### src/rtl/uart_pkg.sv
// Shared UART definitions: data width, default bit timing, receiver state encoding
// and the majority-vote helper used by the receive filter.
package uart_pkg;

    localparam int UART_DATA_W       = 8;
    localparam int UART_CLKS_PER_BIT = 5208;

    typedef enum logic [2:0] {
        IDLE  = 3'd0,
        START = 3'd1,
        DATA  = 3'd2,
        STOP  = 3'd3,
        BREAK = 3'd4
    } rx_state_t;

    function automatic logic majority3(input logic [2:0] v);
        return (v[0] & v[1]) | (v[0] & v[2]) | (v[1] & v[2]);
    endfunction

endpackage

### src/rtl/uart_rx_filter.sv
// Front end of the UART receiver: two-flop synchronizer followed by a 3-deep
// vote shift register whose majority gives a glitch-tolerant line value.
module uart_rx_filter
    import uart_pkg::*;
(
    input  logic clk,
    input  logic rst,
    input  logic rx,
    output logic sync_out,
    output logic bit_val
);

    logic       sync1_reg;
    logic       sync2_reg;
    logic [2:0] vote_reg;

    // Everything resets to the idle (high) line level so no false start is seen.
    always_ff @(posedge clk or posedge rst) begin
        if (rst) begin
            sync1_reg   <= 1'b1;
            sync2_reg   <= 1'b1;
            vote_reg[0] <= 1'b1;
        end else begin
            sync1_reg   <= rx;
            sync2_reg   <= sync1_reg;
            vote_reg[0] <= sync2_reg;
        end
    end

    generate
        for (genvar gi = 1; gi < 3; gi++) begin : g_vote
            always_ff @(posedge clk or posedge rst) begin
                if (rst) begin
                    vote_reg[gi] <= 1'b1;
                end else begin
                    vote_reg[gi] <= vote_reg[gi-1];
                end
            end
        end
    endgenerate

    assign sync_out = sync2_reg;
    assign bit_val  = majority3(vote_reg);

endmodule

### src/rtl/uart_rx.sv
// 8N1 UART receiver: bit-centre sampling FSM, stop-bit check and one-cycle
// valid / frame-error pulses for the local consumer.
module uart_rx
    import uart_pkg::*;
#(
    parameter int CLKS_PER_BIT = UART_CLKS_PER_BIT
) (
    input  logic                   clk,
    input  logic                   rst,
    input  logic                   rx,
    output logic [UART_DATA_W-1:0] rx_data,
    output logic                   rx_valid,
    output logic                   rx_frame_err,
    output logic                   rx_busy
);

    localparam int HALF_BIT = CLKS_PER_BIT / 2;
    localparam int CNT_W    = $clog2(CLKS_PER_BIT);
    localparam logic [CNT_W-1:0] HALF_LAST = CNT_W'(HALF_BIT - 1);
    localparam logic [CNT_W-1:0] BIT_LAST  = CNT_W'(CLKS_PER_BIT - 1);

    logic sync_val;
    logic bit_val;

    rx_state_t              state_reg,   state_next;
    logic [CNT_W-1:0]       cnt_reg,     cnt_next;
    logic [2:0]             bit_idx_reg, bit_idx_next;
    logic [UART_DATA_W-1:0] shift_reg,   shift_next;
    logic [UART_DATA_W-1:0] data_reg,    data_next;
    logic                   valid_reg,   valid_next;
    logic                   err_reg,     err_next;

    uart_rx_filter u_filter (
        .clk      (clk),
        .rst      (rst),
        .rx       (rx),
        .sync_out (sync_val),
        .bit_val  (bit_val)
    );

    always_ff @(posedge clk or posedge rst) begin
        if (rst) begin
            state_reg   <= IDLE;
            cnt_reg     <= '0;
            bit_idx_reg <= '0;
            shift_reg   <= '0;
            data_reg    <= '0;
            valid_reg   <= 1'b0;
            err_reg     <= 1'b0;
        end else begin
            state_reg   <= state_next;
            cnt_reg     <= cnt_next;
            bit_idx_reg <= bit_idx_next;
            shift_reg   <= shift_next;
            data_reg    <= data_next;
            valid_reg   <= valid_next;
            err_reg     <= err_next;
        end
    end

    always_comb begin
        state_next   = state_reg;
        cnt_next     = cnt_reg;
        bit_idx_next = bit_idx_reg;
        shift_next   = shift_reg;
        data_next    = data_reg;
        valid_next   = 1'b0;
        err_next     = 1'b0;

        unique case (state_reg)
            IDLE: begin
                cnt_next = '0;
                if (!sync_val) begin
                    state_next = START;
                end
            end
            START: begin
                // Re-check the start bit at its centre to reject short glitches.
                if (cnt_reg == HALF_LAST) begin
                    cnt_next     = '0;
                    bit_idx_next = '0;
                    state_next   = bit_val ? IDLE : DATA;
                end else begin
                    cnt_next = cnt_reg + 1'b1;
                end
            end
            DATA: begin
                if (cnt_reg == BIT_LAST) begin
                    cnt_next                = '0;
                    shift_next[bit_idx_reg] = bit_val;
                    if (bit_idx_reg == 3'd7) begin
                        state_next = STOP;
                    end else begin
                        bit_idx_next = bit_idx_reg + 1'b1;
                    end
                end else begin
                    cnt_next = cnt_reg + 1'b1;
                end
            end
            STOP: begin
                // Leaving at mid-stop-bit lets a back-to-back start bit be caught.
                if (cnt_reg == BIT_LAST) begin
                    cnt_next  = '0;
                    data_next = shift_reg;
                    if (bit_val) begin
                        valid_next = 1'b1;
                        state_next = IDLE;
                    end else begin
                        err_next   = 1'b1;
                        state_next = BREAK;
                    end
                end else begin
                    cnt_next = cnt_reg + 1'b1;
                end
            end
            BREAK: begin
                cnt_next = '0;
                if (sync_val) begin
                    state_next = IDLE;
                end
            end
            default: begin
                state_next = IDLE;
                cnt_next   = '0;
            end
        endcase
    end

    assign rx_data      = data_reg;
    assign rx_valid     = valid_reg;
    assign rx_frame_err = err_reg;
    assign rx_busy      = (state_reg != IDLE);

endmodule

### config.mk
export PLATFORM = sky130hd
export DESIGN_NAME = uart_rx
export DESIGN_NICKNAME = d
export VERILOG_FILES = /design/src/rtl/uart_pkg.sv /design/src/rtl/uart_rx_filter.sv /design/src/rtl/uart_rx.sv
export SDC_FILE = /design/constraint.sdc
export NUM_CORES = 1
export LEC_CHECK = 0
export BUFFER_PORTS_ARGS = -buffer_cell sky130_fd_sc_hd__buf_2
export CORE_MARGIN = 2
export CORE_UTILIZATION = 35
export CTS_BUF_LIST = sky130_fd_sc_hd__clkbuf_4 sky130_fd_sc_hd__clkbuf_8
export DETAILED_ROUTE_END_ITERATION = 10
export HOLD_SLACK_MARGIN = 0.03
export SLEW_MARGIN = 20
export SYNTH_ARGS = -nofsm -noshare
export SYNTH_HDL_FRONTEND = slang
export SYNTH_SLANG_ARGS = --single-unit
### constraint.sdc
create_clock -name clk -period 4 [get_ports clk]
set_clock_uncertainty 0.2 [all_clocks]
set_input_delay 0 -clock clk [delete_from_list [all_inputs] [get_ports clk]]
set_output_delay 0 -clock clk [all_outputs]
set_load 0.02 [all_outputs]
# After elaboration in Yosys (flattened, before gate mapping)

Cells that the tools add are included.

Register bits after elaboration: 42
Latch bits: 0
Memory bits (writable): 0
Bits in read-only memories: 0
Bits of input ports: 3
Output and inout port bits: 11
Logic and storage cells: 69
Memories: 0

$add $sub $neg: 2
Multiply operators: 0
Div/mod/pow operators: 0
Order comparisons: 2
Eq/ne operators: 14
Shift-type cells: 0
Mux-type cells: 25
Bitwise operators: 5
Reduce and logical (&&, ||, !) cells: 9

Operators with widths:

| cell                                                                                 | count |
|---|---|
| 3-bit two-way mux                                                                    | 10 |
| 13-bit two-way mux                                                                   | 2 |
| 13-bit one-hot mux with 2 select lines                                               | 1 |
| 3-bit one-hot mux with 5 select lines                                                | 1 |
| 13-bit by 1-bit adder with 13-bit output (second input constant)                     | 1 |
| 13-bit by 12-bit equality test with 1-bit output (second input constant)             | 1 |
| 13-bit equality test (second input constant)                                         | 1 |
| 2-bit != test (second input constant)                                                | 6 |
| 8-bit bitwise mux                                                                    | 1 |
| 1-bit two-way mux                                                                    | 7 |
| 3-bit by 2-bit equality test with 1-bit output (second input constant)               | 2 |
| 3-bit equality test (second input constant)                                          | 2 |
| 3-bit one-hot mux with 2 select lines                                                | 1 |
| 6-bit AND reduction                                                                  | 1 |
| 3-bit by 4-bit less-than comparator with 1-bit output (second input constant)        | 1 |
| 2-bit AND reduction                                                                  | 2 |
| 4-bit AND reduction                                                                  | 1 |
| 3-bit by 1-bit adder with 3-bit output (second input constant)                       | 1 |
| 1-bit AND                                                                            | 3 |
| 1-bit demux with 3-bit select                                                        | 1 |
| 3-bit by 1-bit equality test with 1-bit output (second input constant)               | 1 |
| 3-bit by 1-bit greater-or-equal comparator with 1-bit output (second input constant) | 1 |
| 3-bit zero test                                                                      | 1 |
| 3-bit nonzero test                                                                   | 1 |
| other kinds (6)                                                                      | 7 |

# Depth between registers and ports, before layout

Gate-level depths: netlist of the first run.

Depth after elaboration: 6
Mapped depth: 6
Depth with buffers taken out: 6

# Cells and area by module

Synthesis of the first run repeated with hierarchy kept, for this count alone.

Cells, all modules: 161
Area, all modules: 1,975.6 um^2

Modules (own cells, without submodules):

| module         | instances | cells each | area an instance (um^2) | seq. area each (um^2) |
|---|---|---|---|---|
| uart_rx        | 1         | 154        | 1,829.3                 | 925.9 |
| uart_rx_filter | 1         | 7          | 146.4                   | 131.4 |

# Worst setup path after synthesis of the first run

OpenSTA, ideal clock, no wires.

Path type: register to register
Start point: register cnt_reg[0]
End point: register cnt_reg[10]
Library setup time: 0.121 ns
Data arrival time: 1.781 ns
Data required time: 3.679 ns
Path slack: 1.898 ns
Stages on the path, launching flop included: 7
Path buffers: 1
Period minus slack after synthesis: 2.102 ns
Path through: dfrtp_1 > ha_1 > nand4b_1 > o41ai_2 > o21ba_2 > buf_2 > nor2_1

Cells in the longest elaborated chain, start to end: 3
Elaborated cells between the ends (all ways): 6
Classes of those cells: add/sub (1); eq/ne (2); mux (3)

RTL lines:

| what                                                             | line                                         | RTL |
|---|---|---|
| from (decl)                                                      | uart_rx.sv:26                                | `logic [CNT_W-1:0] cnt_reg, cnt_next;` |
| from (signal assigned)                                           | uart_rx.sv:52                                | `cnt_reg <= cnt_next;` |
| 13-bit by 1-bit adder with 13-bit output (tied with other cells) | uart_rx.sv:84, uart_rx.sv:97, uart_rx.sv:113 |  |
| 13-bit two-way mux (on tied branches)                            | uart_rx.sv:88, uart_rx.sv:102, uart_rx.sv:79 |  |
| 13-bit one-hot mux with 2 select lines (*)                       | uart_rx.sv:70                                | `unique case (state_reg)` |
| net cnt_next[10]                                                 | uart_rx.sv:26                                |  |

The timed path passes the listed nets; every way through them passes the cells marked *.
A chain may end at the register's enable or synchronous reset.

# Worst setup path in the final report of the first run

Start point: register cnt_reg[0]
End point: register shift_reg[2]

Cells in the longest elaborated chain, start to end: 2

RTL lines:

| what                                 | line          | RTL |
|---|---|---|
| 13-bit equality test                 | uart_rx.sv:88 | `if (cnt_reg == BIT_LAST) begin` |
| 2-bit AND reduction (no source line) | n/a           |  |
| to (signal assigned)                 | uart_rx.sv:54 | `shift_reg <= shift_next;` |
| to (decl)                            | uart_rx.sv:28 | `logic [UART_DATA_W-1:0] shift_reg, shift_next;` |

No other way between the ends.

==> out/results.md, run 1 <==
| Result | Reported | Unit |
|---|---|---|
| Die footprint | 6350 | um2 |
| Combined flip-flop and latch cell area | 1060 | um2 |
| Boundary pin count | 14 | - |
| Total inserted antenna cells | 0 | - |
| Number of cells on the worst hold path | 2 | - |
| Fraction of the yosys area taken by sequential cells | 52.7 | % |
| Setup repair after global routing missed its margin | false | - |
| DR pass1 iterations | 4 | - |
| Power per unit of standard cell area | 343 | nW/um2 |
| Highest Clock Rate | 426 | MHz |
| Wirelength, routed | 3.40 | mm |
| Most common flop cell mapped by yosys | sky130_fd_sc_hd__dfrtp_1 | - |
| Critical path required time | 3.99 | ns |
| Top post-synthesis cells by area | sky130_fd_sc_hd__dfrtp_1 (46%), sky130_fd_sc_hd__mux2_2 (9.0%), sky130_fd_sc_hd__dfstp_2 (6.6%) | - |
| Final net count | 197 | - |
| Clock transition at the register clock pins on the worst setup and hold paths after CTS | 0.09 | ns |
| Clock root buffer | sky130_fd_sc_hd__clkbuf_8 | - |
| Met2 GRT Util | 18.5 | % |
| Vertical extent of the die | 79.7 | um |
| Final setup vio count | 0 | - |
| Number of library cell types mapped by synthesis | 39 | - |
| Total clock buffers created by CTS | 5 | - |
| Vias in the first global route | 1363 | - |
| Core Area | 5510 | um2 |
| FILL cells | 507 | - |
| Register-to-register setup slack | 1.65 | ns |
| Final core utilization | 41.2 | % |
| Drt drc | 0 | - |
| Synthesized instance count | 176 | - |
| Initial Utilization | 36.4 | % |
| Delay of the slowest critical-path stage | 0.60 | ns |
| Worst voltage drop across the vdd grid | 282 | uV |
| Class of the most critical setup path | flip-flop to flip-flop | - |
| Clock Sinks | 42 | - |
| List of cells traversed by the critical path | ha_1 -> nand4b_1 -> nor4_2 -> nand2_1 -> mux2_2 | - |
| Overall overflow remaining after global route | 0 | - |
| Number of design-rule violations left by the first detailed-router iteration | 102 | - |
| Leading post-synthesis cells by instance count | sky130_fd_sc_hd__dfrtp_1 (37), sky130_fd_sc_hd__mux2_2 (16), sky130_fd_sc_hd__nand2_1 (15), sky130_fd_sc_hd__nor2_1 (15), sky130_fd_sc_hd__xnor2_1 (9) | - |
| Floorplan row count | 27 | - |
| Total buffers and inverters traversed by the critical path | 0 | - |
| Area of the multi-input gates | 890 | um2 |
| Global-route wire length before repair | 6.27 | mm |
| TritonCTS clock tree | yes | - |
| Fraction of final layout cells with drive strength greater than 1 | 27.6 | % |
| Post-placement worst setup slack | 1.69 | ns |
| Worst Setup End Kind | flip-flop | - |
| Most Used Layer, Global Route | met2 | - |
| Family of cells with the greatest summed delay on the critical path | simple AND/OR/NAND/NOR gates | - |
| Mapped Area | 2010 | um2 |
| Power after layout | 0.779 | mW |
| Hpwl dp | 2.39 | mm |
| Portion of synthesized cell area occupied by the leading cell type | 46.2 | % |
| Slowest cell on the critical path | sky130_fd_sc_hd__nor4_2 | - |
| DR vias | 1281 | - |
| Final critical path time including I/O delays and setup | 2.35 | ns |
| Max FFs per register | 13 | - |
| Origin of the worst setup path | cnt_reg[0]$_DFF_PP0_ | - |
| Clock latency at the later pin of the worst-skew pair | 0.29 | ns |
| Startpoint of the most critical hold path | rx | - |
| Post-Synthesis Net Count | 182 | - |
| Arrival time of data at the critical path endpoint | 2.33 | ns |
| RR Startpoint | cnt_reg[0]$_DFF_PP0_ | - |
| Detail-routed net length per standard cell | 12.9 | um |
| EDFF count, synth | 0 | - |
| Share of synthesized flip-flops with an asynchronous set or reset | 100 | % |
| Cell type with the largest total area after synthesis | sky130_fd_sc_hd__dfrtp_1 | - |
| Post-route setup TNS | 0 | ns |
| Number of flip-flops and latches in the synthesized netlist | 42 | - |
| LEAKAGE | 0.989 | nW |
| Global-route met1 utilization | 17.9 | % |
| Routability-driven placement congestion ratio | 0.793 | - |
| Depth of the worst register-to-register path | 5 | - |
| Status | finished clean | - |
| Kind of start point of the critical path | flip-flop | - |
| Cell with the most instances after synthesis | sky130_fd_sc_hd__dfrtp_1 | - |
| Slew HR | 63.1 | % |
| Hold path endpoint | u_filter.sync1_reg$_DFF_PP1_ | - |
| Maximum level of the CTS H-tree | 2 | - |
| Buffers inserted during post-CTS setup optimization | 0 | - |
| GR Util met3 | 3.05 | % |
| Min-delay worst type | primary input to flip-flop | - |
| Synthesis warning total | 0 | - |
| Final period utilization | 58.7 | % |
| Width of the die | 79.7 | um |
| Port bufs | 13 | - |
| Per-instance average area after synthesis | 11.4 | um2 |
| Critical path fanouts, max | 5 | - |
| Maximum root-to-sink buffer count | 2 | - |
| Final Hold Vio Count | 0 | - |
| Slew of the pin with the lowest slew margin | 0.546 | ns |
| Total of max-cap violations | 0 | - |
| Final antenna-violating net count | 0 | - |
| Final worst setup slack | 1.65 | ns |
| Maximum number of pins on one net before global-route repair | 43 | - |
| Endpoint of the most critical register-to-register path | shift_reg[2]$_DFFE_PP0P_ | - |
| Final Slew Violations | 0 | - |
| Syn-to-layout area delta | 13.1 | % |
| Post-detailed-route via-to-cell ratio | 4.85 | - |
| Antenna violations before repair | 0 | - |
| GRT Resource Usage Total | 12.7 | % |
per-layer routing:
metal / part of all wire [%] / wire, um
met1: 51 / 1750
met5: 0 / 0
met2: 45 / 1530
met3: 2.1 / 73
met4: 1.4 / 47
placed cells by master (no fill, tap or decap), drive strengths merged, types with 3 or more instances in the layout:
cell    synthesis  layout
inv             7       7
dfrtp          37      37
mux2i           3       3
mux2           16      16
nand3           6       6
nand2          16      16
a21oi           4       4
nor2b           4       4
ha              3       3
nor2           15      15
nor4b           3       3
nor3            4       4
dfstp           5       5
nand4           4       4
clkbuf          6       5
nor4            7       7
xnor2           9       9
buf             2      14
power by group:
group | internal [mW] | total, mW | switching (mW)
Clock | 0.187 | 0.333 | 0.146
Sequential | 0.429 | 0.430 | 0.00107
Combinational | 0.00413 | 0.0156 | 0.0114
through the flow:
step	cells	hold slack [ns]	instance area [um2]
floorplan	176	-0.196	2010
global placement	254	-0.0935	2140
detailed placement	254	-0.0846	2140
CTS	264	0.144	2270
global route	264	0.147	2270
finish	264	0.146	2270
worst register-to-register path, stage by stage, from the launching register on:
cell and delay (ns):
sky130_fd_sc_hd__dfrtp_1 0.39, sky130_fd_sc_hd__ha_1 0.27, sky130_fd_sc_hd__nand4b_1 0.38, sky130_fd_sc_hd__nor4_2 0.60
sky130_fd_sc_hd__nand2_1 0.13, sky130_fd_sc_hd__mux2_2 0.28
layout make-up:
cell class	instances	share of cell area, %
Sequential cell	42	46.6
Multi-Input combinational cell	119	39.2
Inverter	7	1.16
Clock inverter	3	1.93
Timing Repair Buffer	16	4.08
Tap cell	72	3.97
Clock buffer	5	3.03
worst max-delay path by stage:
stage                               endpoint  slack, ns  depth (start not counted)
floorplan              cnt_reg[10]$_DFF_PP0_       1.90                          6
global placement    shift_reg[7]$_DFFE_PP0P_       1.75                          5
detailed placement  shift_reg[2]$_DFFE_PP0P_       1.69                          5
CTS                 shift_reg[2]$_DFFE_PP0P_       1.69                          5
global route        shift_reg[7]$_DFFE_PP0P_       1.52                          5
finish              shift_reg[2]$_DFFE_PP0P_       1.65                          5
kinds of logic after synthesis:
kind of cell / synth area share, %
xor gates and xnor gates: 4.80
and+or+nand+nor: 22.6
muxes: 10.5
adders and majority gates: 2.37
DFF: 52.7
AOI/OAI and AO/OA: 4.05
buffers and inverters: 2.93
timing repair:
action	4_1_cts	5_1_grt
resized for setup	0	0
hold buffers	2	0
endpoints found under the hold margin	43	0
(Power assumes the default switching activity.)
==> run 2: changes to the inputs <==
- ABC_AREA: unset -> 1
- clock period: 4 -> 2.05 ns (I/O delays scaled with it)
==> run 2 against run 1 <==
Global-route usage is 0.75 points higher. Worst hold slack got worse by 0.12 ns. First-iteration DRC count down 22%. Utilization increased by 0.075 points. Area after synthesis up 10%. Non-clock buffer count is 4 higher. Sequential cell count unchanged. Sequential power is 95% higher. Sequential share of layout area down 3.8 points. Combinational power grew 130%. Cell count is 45% higher. Maximum frequency is 31% higher. Largest cell class unchanged. Highest routed layer unchanged.
==> out/results.md, run 2 <==
| Result | Reported | Unit |
|---|---|---|
| Hpwl dp | 3.00 | mm |
| Maximum level of the CTS H-tree | 2 | - |
| TritonCTS clock tree | yes | - |
| Initial Utilization | 36.8 | % |
| DR pass1 iterations | 4 | - |
| Detail-routed net length per standard cell | 10.5 | um |
| Overall overflow remaining after global route | 0 | - |
| Slew HR | 62.3 | % |
| Syn-to-layout area delta | 12.1 | % |
| Core Area | 5990 | um2 |
| Final Slew Violations | 0 | - |
| Width of the die | 83.4 | um |
| Clock share of power | 38.8 | % |
| Port bufs | 13 | - |
| Mapped Area | 2210 | um2 |
| Routability-driven placement congestion ratio | 0.769 | - |
| Depth of the worst register-to-register path | 8 | - |
| Power per unit of standard cell area | 578 | nW/um2 |
| Synthesized instance count | 283 | - |
| DR vias | 1699 | - |
| Die footprint | 6950 | um2 |
| Setup repair after global routing missed its margin | false | - |
| Worst Setup End Kind | flip-flop | - |
| Final Hold Vio Count | 0 | - |
| LEAKAGE | 1.30 | nW |
| Clock Sinks | 42 | - |
| Vertical extent of the die | 83.4 | um |
| Post-route setup TNS | 0 | ns |
| Kind of start point of the critical path | flip-flop | - |
| Final worst setup slack | 0.252 | ns |
| Final net count | 312 | - |
| Post-placement worst setup slack | 0.251 | ns |
| Clock root buffer | sky130_fd_sc_hd__clkbuf_8 | - |
| Cell type with the largest total area after synthesis | sky130_fd_sc_hd__dfrtp_1 | - |
| Class of the most critical setup path | flip-flop to flip-flop | - |
| Maximum number of pins on one net before global-route repair | 17 | - |
| Floorplan row count | 28 | - |
| Wirelength, routed | 4.01 | mm |
| Area of the multi-input gates | 940 | um2 |
| Final critical path time including I/O delays and setup | 1.80 | ns |
| Clock latency at the later pin of the worst-skew pair | 0.30 | ns |
| Vias in the first global route | 1674 | - |
| Status | finished clean | - |
| Most Used Layer, Global Route | met2 | - |
| Top post-synthesis cells by area | sky130_fd_sc_hd__dfrtp_1 (42%), sky130_fd_sc_hd__nand2_1 (16%), sky130_fd_sc_hd__inv_1 (6.6%) | - |
| Drt drc | 0 | - |
| Portion of synthesized cell area occupied by the leading cell type | 42.0 | % |
| Most common flop cell mapped by yosys | sky130_fd_sc_hd__dfrtp_1 | - |
| FILL cells | 599 | - |
| Power after layout | 1.43 | mW |
| Min-delay worst type | primary input to async pin | - |
| Clock transition at the register clock pins on the worst setup and hold paths after CTS | 0.08 | ns |
| Total clock buffers created by CTS | 5 | - |
| Share of power burned in registers | 58.7 | % |
| Worst voltage drop across the vdd grid | 321 | uV |
| Internal power | 1.09 | mW |
| Combined flip-flop and latch cell area | 1060 | um2 |
| Critical path required time | 2.03 | ns |
| Fraction of final layout cells with drive strength greater than 1 | 17.3 | % |
| Total inserted antenna cells | 0 | - |
| Highest Clock Rate | 556 | MHz |
| Antenna violations before repair | 0 | - |
| Slew of the pin with the lowest slew margin | 0.562 | ns |
| Final period utilization | 87.7 | % |
| Maximum root-to-sink buffer count | 2 | - |
| Endpoint of the most critical register-to-register path | cnt_reg[10]$_DFF_PP0_ | - |
| Boundary pin count | 14 | - |
| Number of library cell types mapped by synthesis | 24 | - |
| Max FFs per register | 13 | - |
| Cell with the most instances after synthesis | sky130_fd_sc_hd__nand2_1 | - |
| Buffers inserted during post-CTS setup optimization | 0 | - |
| Most common cell after layout, fill and taps aside | sky130_fd_sc_hd__nand2_1 | - |
| Final antenna-violating net count | 0 | - |
| Register-to-register setup slack | 0.25 | ns |
| Final setup vio count | 0 | - |
| Global-route wire length before repair | 7.64 | mm |
| Leading post-synthesis cells by instance count | sky130_fd_sc_hd__nand2_1 (93), sky130_fd_sc_hd__inv_1 (39), sky130_fd_sc_hd__dfrtp_1 (37), sky130_fd_sc_hd__nor2_1 (33), sky130_fd_sc_hd__nand3_1 (21) | - |
| Number of design-rule violations left by the first detailed-router iteration | 80 | - |
| Net Switching | 0.336 | mW |
| Synthesis warning total | 0 | - |
| Commonest cells after routing, fill and taps aside | sky130_fd_sc_hd__nand2_1 (93), sky130_fd_sc_hd__inv_1 (38), sky130_fd_sc_hd__dfrtp_1 (37) | - |
| Critical path fanouts, max | 12 | - |
| Per-instance average area after synthesis | 7.79 | um2 |
| RR Startpoint | cnt_reg[0]$_DFF_PP0_ | - |
| Post-Synthesis Net Count | 289 | - |
| Share of synthesized flip-flops with an asynchronous set or reset | 100 | % |
| Post-detailed-route via-to-cell ratio | 4.45 | - |
| Comb power frac | 2.5 | % |
| Number of flip-flops and latches in the synthesized netlist | 42 | - |
| Met2 GRT Util | 20.7 | % |
| GR Util met3 | 2.98 | % |
| Proportion of total power due to net switching | 23.5 | % |
| EDFF count, synth | 0 | - |
| Arrival time of data at the critical path endpoint | 1.78 | ns |
| Total of max-cap violations | 0 | - |
| Fraction of the yosys area taken by sequential cells | 47.9 | % |
| Global-route met1 utilization | 18.8 | % |
| GRT Resource Usage Total | 13.5 | % |
run 2: per-stage QoR:
step,hold WS [ns],util (%),area (um2),instances
global route,0.0761,41.3,2470,382
CTS,0.0339,41.3,2470,382
floorplan,-0.196,-,2210,283
finish,0.0269,41.3,2470,382
detailed placement,-0.186,39.4,2360,372
global placement,-0.189,39.4,2360,372
run 2: power by group through the flow:
stage	Clock, mW	Sequential [mW]	Combinational [mW]
2_1_floorplan	0	0.855	0.0195
3_3_place_gp	0	0.855	0.0346
3_5_place_dp	0	0.856	0.0349
4_1_cts	0.585	0.840	0.0378
5_1_grt	0.618	0.841	0.0426
6_report	0.554	0.839	0.0356
run 2: critical path: stages (launching register included):
cell and delay (ns):
sky130_fd_sc_hd__dfrtp_1 0.37, sky130_fd_sc_hd__ha_1 0.19, sky130_fd_sc_hd__nand2_1 0.12, sky130_fd_sc_hd__nor2_2 0.24, sky130_fd_sc_hd__nand3_4 0.13, sky130_fd_sc_hd__nand2_2 0.11, sky130_fd_sc_hd__nand2_2 0.07, sky130_fd_sc_hd__inv_2 0.18
sky130_fd_sc_hd__nor2_1 0.08
run 2: what timing repair did:
item | 4_1_cts | 5_1_grt
endpoints found under the hold margin | 38 | 0
gates resized for setup | 0 | 0
hold buffers | 2 | 0
run 2: how the worst max path moves through the flow:
stage / slack, ns / cells after the start / from / to
finish: 0.25 / 8 / cnt_reg[0]$_DFF_PP0_ / cnt_reg[10]$_DFF_PP0_
global route: 0.07 / 8 / cnt_reg[8]$_DFF_PP0_ / shift_reg[3]$_DFFE_PP0P_
CTS: 0.23 / 8 / cnt_reg[0]$_DFF_PP0_ / cnt_reg[10]$_DFF_PP0_
detailed placement: 0.25 / 8 / cnt_reg[0]$_DFF_PP0_ / cnt_reg[12]$_DFF_PP0_
global placement: 0.30 / 8 / cnt_reg[0]$_DFF_PP0_ / cnt_reg[10]$_DFF_PP0_
floorplan: 0.39 / 9 / cnt_reg[0]$_DFF_PP0_ / cnt_reg[8]$_DFF_PP0_
run 2: kinds of logic (layout without fill, tap and decap cells):
logic type | after synthesis | count (layout) | synth area share, %
and+or+nand+nor | 177 | 177 | 36.4
xor gates and xnor gates | 5 | 5 | 1.99
DFF | 42 | 42 | 47.9
AOI/OAI and AO/OA | 8 | 8 | 2.50
adders and majority gates | 3 | 3 | 1.70
buffers and inverters | 48 | 72 | 9.47
run 2: per-layer routing:
| layer | wire length [um] | vias up | share of wire, % |
|---|---|---|---|
| met5 | 0 | - | 0 |
| met4 | 61 | 0 | 1.5 |
| met3 | 116 | 6 | 2.9 |
| met2 | 1750 | 19 | 44 |
| met1 | 2080 | 753 | 52 |
| li1 | - | 921 | - |
run 2: cell type report:
type                       count  area share [%]
clock buffer                   5            2.78
clock inverter                 3            1.01
inverter                      44            6.68
multi-input combinational    193            38.0
sequential                    42            42.8
tap                           75            3.80
timing repair buffer          20            4.96
==> run 3: changes to the inputs <==
- ABC_AREA: 1 -> unset
==> run 3 against run 2 <==
The run now ends with negative setup slack left. Combinational power fell by 12%. Worst hold slack improved by 0.12 ns. Clock-buffer cell count rose by 1. Sequential share of layout area fell by 0.85 points. Non-clock buffer count rose by 20. Sequential power barely moved. Sequential cell count did not move.
==> out/results.md, run 3 (same netlist as run 1, synthesis figures left out) <==
| Result | Reported | Unit |
|---|---|---|
| Status | complete, but fails checks | - |
| Violated checks | negative setup slack | - |
| Most common cell after layout, fill and taps aside | sky130_fd_sc_hd__dfrtp_1 | - |
| Maximum root-to-sink buffer count | 2 | - |
| Hold path endpoint | u_filter.sync1_reg$_DFF_PP1_ | - |
| Worst Setup End Kind | flip-flop | - |
| DR pass1 iterations | 4 | - |
| FILL cells | 523 | - |
| Total inserted antenna cells | 0 | - |
| Worst Hold Margin | 0.146 | ns |
| LEAKAGE | 1.11 | nW |
| Clock transition at the register clock pins on the worst setup and hold paths after CTS | 0.08 | ns |
| Detail-routed net length per standard cell | 14.4 | um |
| Fraction of final layout cells with drive strength greater than 1 | 37.6 | % |
| Final worst setup slack | -0.0451 | ns |
| Width of the die | 79.7 | um |
| GRT Resource Usage Total | 14.6 | % |
| Slew of the pin with the lowest slew margin | 0.708 | ns |
| Final net count | 223 | - |
| Clock Sinks | 42 | - |
| Final Cell Area | 2520 | um2 |
| Vias in the first global route | 1397 | - |
| Commonest cells after routing, fill and taps aside | sky130_fd_sc_hd__dfrtp_1 (37), sky130_fd_sc_hd__buf_4 (24), sky130_fd_sc_hd__nand2_1 (15) | - |
| Kind of start point of the critical path | flip-flop | - |
| TritonCTS clock tree | yes | - |
| Routability-driven placement congestion ratio | 0.773 | - |
| Slew HR | 52.7 | % |
| Critical path required time | 2.04 | ns |
| Power per unit of standard cell area | 568 | nW/um2 |
| Clock root buffer | sky130_fd_sc_hd__clkbuf_8 | - |
| Final Hold Vio Count | 0 | - |
| Setup repair after global routing missed its margin | true | - |
| Final setup vio count | 15 | - |
| Vertical extent of the die | 79.7 | um |
| DR vias | 1430 | - |
| Maximum number of pins on one net before global-route repair | 43 | - |
| Post-detailed-route via-to-cell ratio | 4.93 | - |
| Initial Utilization | 36.4 | % |
| Number of placed instances with taps included | 273 | - |
| Number of cells on the worst hold path | 2 | - |
| Antenna violations before repair | 0 | - |
| Hpwl dp | 2.61 | mm |
| Maximum level of the CTS H-tree | 2 | - |
| Final critical path time including I/O delays and setup | 2.10 | ns |
| Clock latency at the later pin of the worst-skew pair | 0.30 | ns |
| Floorplan row count | 27 | - |
| Final Slew Violations | 0 | - |
| Final antenna-violating net count | 0 | - |
| Worst voltage drop across the vdd grid | 305 | uV |
| Endpoint of the most critical register-to-register path | rx_data[3]$_DFFE_PP0P_ | - |
| Min-delay worst type | primary input to flip-flop | - |
| Depth of the worst register-to-register path | 5 | - |
| Instance area after placement | 2300 | um2 |
| RR Startpoint | cnt_reg[11]$_DFF_PP0_ | - |
| Max FFs per register | 13 | - |
| Global-route wire length before repair | 6.96 | mm |
| Register-to-register setup slack | -0.05 | ns |
| Number of design-rule violations left by the first detailed-router iteration | 55 | - |
| Boundary pin count | 14 | - |
| Post-Layout Cell Count | 290 | - |
| Die footprint | 6350 | um2 |
| Syn-to-layout area delta | 25.8 | % |
| Arrival time of data at the critical path endpoint | 2.08 | ns |
| Total of max-cap violations | 0 | - |
| Final period utilization | 102 | % |
| Startpoint of the most critical hold path | rx | - |
| Critical path fanouts, max | 5 | - |
| Overall overflow remaining after global route | 0 | - |
| Total clock buffers created by CTS | 5 | - |
| Drt drc | 0 | - |
| Port bufs | 13 | - |
| Class of the most critical setup path | flip-flop to flip-flop | - |
| Highest Clock Rate | 477 | MHz |
| Wirelength, routed | 4.18 | mm |
| Core Area | 5510 | um2 |
-- run 3: worst max-delay path by stage --
stage	from	end	slack, ns
2_1_floorplan	cnt_reg[11]$_DFF_PP0_	cnt_reg[3]$_DFF_PP0_	-0.01
3_3_place_gp	cnt_reg[11]$_DFF_PP0_	rx_data[7]$_DFFE_PP0P_	-0.05
3_5_place_dp	cnt_reg[11]$_DFF_PP0_	rx_data[1]$_DFFE_PP0P_	-0.1
4_1_cts	cnt_reg[5]$_DFF_PP0_	shift_reg[6]$_DFFE_PP0P_	-0.04
5_1_grt	cnt_reg[11]$_DFF_PP0_	rx_data[5]$_DFFE_PP0P_	-0.08
6_report	cnt_reg[11]$_DFF_PP0_	rx_data[3]$_DFFE_PP0P_	-0.05
-- run 3: area by class of cell --
cell class | instances | area, um2 | area share, %
inverters | 7 | 26.3 | 1.04
well taps | 72 | 90.1 | 3.57
clock buffers | 6 | 82.6 | 3.27
clock inverters | 2 | 12.5 | 0.496
repair buffers | 40 | 277 | 11.0
multi-input cells | 121 | 977 | 38.7
flip-flops and latches | 42 | 1060 | 41.9
-- run 3: through the flow --
stage               setup slack, ns  power [mW]  setup TNS, ns  util [%]
floorplan                   -0.0141       0.874         -0.149         -
global placement            -0.0498       0.885         -0.796      41.7
detailed placement          -0.0960       0.885          -1.80      41.7
CTS                         -0.0399        1.46         -0.113      44.6
global route                -0.0837        1.50          -1.03      45.8
finish                      -0.0451        1.43         -0.305      45.8
-- run 3: per-layer routing --
layer  up-vias  share of wire [%]  GRT usage [%]
li1        706                  -              -
met1       692                 49           20.4
met2        24                 45           21.3
met3         8                3.4           3.51
met4         0                2.5           6.90
met5         -                  0              0
-- run 3: what timing repair did --
| item | CTS | global route |
|---|---|---|
| buffers inserted | 3 | 2 |
| resized for setup | 1 | 10 |
| hold buffers | 2 | 0 |
| hold endpoints to repair | 43 | 0 |
| setup endpoints to repair | 32 | 34 |
| pin swaps | 6 | 7 |
| gates cloned | 2 | 0 |
-- run 3: power breakdown --
group          switching [mW]  total [mW]  internal (mW)
Sequential            0.00208       0.839          0.837
Clock                   0.292       0.563          0.271
Combinational          0.0235      0.0315        0.00805
-- run 3: worst max-delay path: stages (launching register included) --
cell                      delay, ns
sky130_fd_sc_hd__dfrtp_1       0.39
sky130_fd_sc_hd__or4b_4        0.63
sky130_fd_sc_hd__nor4_4        0.19
sky130_fd_sc_hd__buf_6         0.18
sky130_fd_sc_hd__nand2_4       0.08
sky130_fd_sc_hd__mux2_4        0.33
